[config.mk]
export PLATFORM = sky130hd
export DESIGN_NAME = tinyalu_requester
export DESIGN_NICKNAME = d
export VERILOG_FILES = /design/src/rtl/tinyalu_requester.sv
export SDC_FILE = /design/constraint.sdc
export NUM_CORES = 1
export LEC_CHECK = 0
export ABC_CLOCK_PERIOD_IN_PS = 4550
export CAP_MARGIN = 10
export CORE_MARGIN = 2
export CORE_UTILIZATION = 48
export CTS_BUF_LIST = sky130_fd_sc_hd__clkbuf_8
export CTS_CLUSTER_DIAMETER = 50
export DETAILED_ROUTE_END_ITERATION = 6
export PLACE_DENSITY = 0.88
export SETUP_SLACK_MARGIN = 0.05
export SLEW_MARGIN = 25
export SYNTH_ARGS = -nofsm -noshare
export SYNTH_HDL_FRONTEND = slang
export SYNTH_SLANG_ARGS = --single-unit
[constraint.sdc]
create_clock -name clk -period 4.55 [get_ports clk]
set_input_delay 0.455 -clock clk [delete_from_list [all_inputs] [get_ports clk]]
set_output_delay 0.455 -clock clk [all_outputs]
set_load 0.03 [all_outputs]
[src/rtl/tinyalu_requester.sv]
// Command initiator for the TinyALU start/done protocol: one command in, one response out.
// Define TINYALU_REQ_TIMEOUT_EN to build the RUN-state watchdog (TIMEOUT_CYCLES).
module tinyalu_requester #(
    parameter int unsigned TIMEOUT_CYCLES = 16
) (
    input  logic        clk,
    input  logic        reset,
    input  logic        cmd_valid,
    output logic        cmd_ready,
    input  logic [2:0]  cmd_op,
    input  logic [7:0]  cmd_a,
    input  logic [7:0]  cmd_b,
    output logic        rsp_valid,
    input  logic        rsp_ready,
    output logic [15:0] rsp_result,
    output logic [2:0]  rsp_op,
    output logic        rsp_timeout,
    output logic        alu_start,
    output logic [2:0]  alu_op,
    output logic [7:0]  alu_a,
    output logic [7:0]  alu_b,
    output logic        alu_reset_n,
    input  logic        alu_done,
    input  logic [15:0] alu_result,
    output logic        busy
);
    typedef enum logic [1:0] {IDLE, RUN, ALU_RST, RESP} state_t;

    state_t state;
    logic   rst_hold;
    logic   is_run_op;
    logic   is_rst_op;

    if (TIMEOUT_CYCLES < 4 || TIMEOUT_CYCLES > 255) begin : g_bad_timeout
        $error("TIMEOUT_CYCLES must be within 4..255");
    end

    assign is_run_op = (cmd_op != 3'd0) && (cmd_op <= 3'd4);
    assign is_rst_op = (cmd_op == 3'b111);

`ifdef TINYALU_REQ_TIMEOUT_EN
    localparam int unsigned CNT_W = 8;
    logic [CNT_W-1:0] wd_cnt;
    logic             wd_expire;

    // Expiry is decided on the edge the counter would reach the limit; done still wins there.
    assign wd_expire = (wd_cnt == CNT_W'(TIMEOUT_CYCLES - 1)) && !alu_done;
`else
    assign rsp_timeout = 1'b0;
`endif

    always_ff @(posedge clk or posedge reset) begin
        if (reset) begin
            state       <= IDLE;
            rst_hold    <= 1'b0;
            cmd_ready   <= 1'b1;
            rsp_valid   <= 1'b0;
            rsp_result  <= 16'h0000;
            rsp_op      <= 3'd0;
            alu_start   <= 1'b0;
            alu_op      <= 3'd0;
            alu_a       <= 8'h00;
            alu_b       <= 8'h00;
            alu_reset_n <= 1'b0;
            busy        <= 1'b0;
`ifdef TINYALU_REQ_TIMEOUT_EN
            wd_cnt      <= '0;
            rsp_timeout <= 1'b0;
`endif
        end else begin
            case (state)
                IDLE: begin
                    alu_start   <= 1'b0;
                    alu_reset_n <= 1'b1;
                    if (cmd_valid && cmd_ready) begin
                        alu_op    <= cmd_op;
                        alu_a     <= cmd_a;
                        alu_b     <= cmd_b;
                        rsp_op    <= cmd_op;
                        cmd_ready <= 1'b0;
                        busy      <= 1'b1;
`ifdef TINYALU_REQ_TIMEOUT_EN
                        rsp_timeout <= 1'b0;
                        wd_cnt      <= '0;
`endif
                        if (is_rst_op) begin
                            alu_reset_n <= 1'b0;
                            rst_hold    <= 1'b0;
                            state       <= ALU_RST;
                        end else if (is_run_op) begin
                            alu_start <= 1'b1;
                            state     <= RUN;
                        end else begin
                            // Non-computing opcodes: one start pulse, answer immediately.
                            alu_start  <= 1'b1;
                            rsp_result <= 16'h0000;
                            rsp_valid  <= 1'b1;
                            state      <= RESP;
                        end
                    end
                end
                RUN: begin
                    if (alu_done) begin
                        rsp_result <= alu_result;
                        alu_start  <= 1'b0;
                        rsp_valid  <= 1'b1;
                        state      <= RESP;
                    end
`ifdef TINYALU_REQ_TIMEOUT_EN
                    else if (wd_expire) begin
                        alu_start   <= 1'b0;
                        alu_reset_n <= 1'b0;
                        rsp_timeout <= 1'b1;
                        rsp_result  <= 16'h0000;
                        rst_hold    <= 1'b0;
                        state       <= ALU_RST;
                    end
                    wd_cnt <= wd_cnt + CNT_W'(1);
`endif
                end
                ALU_RST: begin
                    // Two cycles of ALU reset, then report with a zero result.
                    if (rst_hold) begin
                        alu_reset_n <= 1'b1;
                        rsp_result  <= 16'h0000;
                        rsp_valid   <= 1'b1;
                        state       <= RESP;
                    end else begin
                        rst_hold <= 1'b1;
                    end
                end
                RESP: begin
                    alu_start <= 1'b0;
                    if (rsp_ready) begin
                        rsp_valid <= 1'b0;
                        cmd_ready <= 1'b1;
                        busy      <= 1'b0;
                        alu_op    <= 3'd0;
                        alu_a     <= 8'h00;
                        alu_b     <= 8'h00;
                        state     <= IDLE;
                    end
                end
                default: state <= IDLE;
            endcase
        end
    end
endmodule

==> results.md <==
- FP Rows: 23
- CP cell instances: inv_1 -> ha_1 -> nor2b_4 -> a211oi_4 -> nand4b_1 -> buf_6 -> buf_6 -> mux2i_1
- Routed WL: roughly 5000 um
- Clock Skew: slightly below 7 ps
- Worst path bufs/invs: 3
- Fin. Hold Viols: 0
- Synthesis-to-layout area growth: 47.5%
- Core ar.: 4090 um^2
- Setup repair bufs after CTS: 0
- Post-route ant nets: 0
- Share of post-route cells with drive strength above 1: 0.0909
- Mean area per synthesized cell: 11.6 um^2
- Post-synth EDFFs: 0
- Status: complete, no violations
- DR WL/cell: ~16 um
- Vias in the first global route: 1617
- Drt pass-1 iters: 4
- Number of remaining DRC errors: 0
- Max incr delay on CP: 550 ps
- Async set or reset register ratio after synthesis: 1.00
- Design area: 3070 um^2
- Vias per cell: ~5.2
- Class of the worst hold path: reg2reg
- Post-synthesis sequential area ratio: 0.554
- Hold slack final: between 500 and 600 ps
- Synthesized flop and latch total: 46
- Yosys top cell area share: 0.542
- Slowest CP cell: ha_1
- Worst EP required: 4760 ps
- IO Count: 84
- Max rail drop VDD: approximately 0.49 mV
- Max Root-Sink Buffers: 2
- Synthesized area: just over 2000 um^2
- Congestion Overflow GR: 0
- Placer congestion estimate: between 0.7 and 0.8
- Fin util: 0.750
- CTS Sinks: 46
- Worst slew pin tran: between 700 and 800 ps
- Cell taking the most area after synthesis: dfrtp_1
- Post-Syn Nets: approximately 230
- Final period util: 0.496
- # resized after CTS: 0
- Fmax: ~0.44 GHz
- Chip width: roughly 70 um
- Power Density: 714 nW/um^2
- Critical Path Fanout Max: 18
- Pin count of the biggest net entering global routing: 47
- Yosys warning count: 0
- Die Ht: 69.8 um
- Number of I/O port buffers: slightly above 80
- Max-slew violation count: 0
- Crit-path leading delay family: adder cells
- Final layout net count: 308
- Setup WS post-layout: around 2300 ps
- CTS hold repair buffers: 0
- Setup crit end kind: flip-flop
- Clk slew on worst S/H paths: 80 ps
- RSZ-0062 raised after global routing: no
- Initial antenna violation count: 0
- Later-pin clock latency in the skew report: approximately 300 ps
- Ranking of synthesized cells by area: dfrtp_1 54%, a22o_1 8.0%, mux2i_1 7.7%, inv_1 3.8%, nand2_1 3.8%
- Final Setup Violations: 0
- Worst path most repeated cell: buf_6
- CTS buffer count: 5
- First-pass GRT wire length: between 8000 and 9000 um
- Max Cap Violations: 0
- Setup WS pre-CTS: around 1500 ps
- Minimum clock period: about 2300 ps
- CP Class: reg2reg
- CTS tree: yes
- Antenna diode count: 0
- Detailed placement HPWL: 3550 um
- Critical path arrival: 2470 ps
- Initial DRC count: slightly below 100
- Mapped Cells: 180
- CP Launch Type: flip-flop
- Root Buffer: clkbuf_8
- Vias: around 1.6k
- Die area: ~5000 um^2
- Relative slew slack: 0.497
- Gr usage total: 0.208
- Ys flop type: dfrtp_1
- Yosys cell types: 39
- Initial Utilization: 0.509
- H-Tree Depth: 2
- Dpl cell area: about 2900 um^2
- Leak pwr: between 1 and 1.5 nW
- Post-route setup TNS: 0 ps
[where the power goes]
| group | internal [W] | leakage, nW | switching (W) | total, W |
|---|---|---|---|---|
| clock | 0.000234 | 0.0714 | 0.000137 | 0.000371 |
| sequential | 0.000551 | 0.604 | 0.0000863 | 0.000637 |
| combinational | 0.000520 | 0.715 | 0.000661 | 0.00118 |
| total | 0.00130 | 1.39 | 0.000884 | 0.00219 |
[state kept, by name (all words and copies together) (netlist names)]
name         count
rst_hold         1
rsp_op           3
alu_b            8
state            2
alu_start        1
rsp_result      16
rsp_valid        1
busy             1
alu_op           3
alu_a            8
alu_reset_n      1
cmd_ready        1
[worst paths after layout]
path,cells past startpoint,end,slack (ps),from
max,8,rsp_result[1]$_DFFE_PP0P_,2290,state[1]$_DFFE_PP0P_
min,1,rsp_valid$_DFFE_PP0P_,500,rsp_valid$_DFFE_PP0P_
max reg2reg,8,rsp_result[1]$_DFFE_PP0P_,2290,state[1]$_DFFE_PP0P_
min reg2reg,1,rsp_valid$_DFFE_PP0P_,500,rsp_valid$_DFFE_PP0P_
max in group asynchronous,2,rsp_valid$_DFFE_PP0P_,3510,reset
min in group asynchronous,2,rsp_result[15]$_DFFE_PP0P_,580,reset
[cells in the final DEF, fill, tap and decap left out, drive strengths merged, types with 5 or more instances in the layout]
| cell | instances |
|---|---|
| dfrtp | 45 |
| inv | 20 |
| mux2i | 16 |
| nor2 | 6 |
| a21oi | 5 |
| clkbuf | 6 |
| clkdlybuf4s50 | 82 |
| ha | 5 |
| nand2 | 22 |
| a22o | 19 |
[synthesized netlist by cell type (2+ instances only)]
| master | instances |
|---|---|
| a21oi_1 | 5 |
| a22o_1 | 19 |
| a31oi_1 | 2 |
| buf_2 | 3 |
| buf_4 | 3 |
| dfrtp_1 | 45 |
| ha_1 | 5 |
| inv_1 | 21 |
| mux2_2 | 3 |
| mux2i_1 | 16 |
| nand2_1 | 21 |
| nand3_1 | 2 |
| nor2_1 | 6 |
| o21ai_0 | 3 |
| o2bb2ai_1 | 2 |
[metrics by stage]
| stage | total power (W) | std cells |
|---|---|---|
| 6_report | 0.00219 | 314 |
| 3_3_place_gp | 0.00176 | 304 |
| 2_1_floorplan | 0.00144 | 180 |
| 5_1_grt | 0.00231 | 314 |
| 4_1_cts | 0.00217 | 312 |
| 3_5_place_dp | 0.00179 | 304 |
[cells by family after synthesis]
family,after synthesis,share of synthesized area
flip-flops,46,0.554
AND/OR/NAND/NOR,39,0.0915
AO/OA/AOI/OAI,39,0.152
adder cells (fa/ha/maj),5,0.0301
multiplexers,19,0.0933
buffers and inverters,30,0.0728
other,1,0.00180
XOR/XNOR,1,0.00421
[final cells by class]
class | count | area, um^2
inverters | 21 | 80.1
fillers | 288 | 1020
flip-flops and latches | 46 | 1150
clock buffers | 6 | 82.6
multi-input cells | 104 | 778
repair buffers | 85 | 851
well taps | 50 | 62.6
clock inverters | 2 | 60.1
[worst reg2reg max path, delay by kind of cell (launching register included)]
kind | cells | cell delay, ps
adder cells (fa/ha/maj) | 1 | 550
buffers and inverters | 3 | 470
AND/OR/NAND/NOR | 2 | 450
flip-flops | 1 | 420
multiplexers | 1 | 220
AO/OA/AOI/OAI | 1 | 70
[routing by layer]
| layer | global-route usage | share of wire | vias to the layer above | routed length (um) |
|---|---|---|---|---|
| li1 | - | - | 778 | - |
| met1 | 0.292 | 0.45 | 795 | 2230 |
| met2 | 0.316 | 0.47 | 66 | 2330 |
| met3 | 0.0683 | 0.071 | 7 | 352 |
| met4 | 0.0449 | 0.0095 | 0 | 47 |
| met5 | 0 | 0 | - | 0 |
Note: power is estimated with default switching activity, not from simulation.
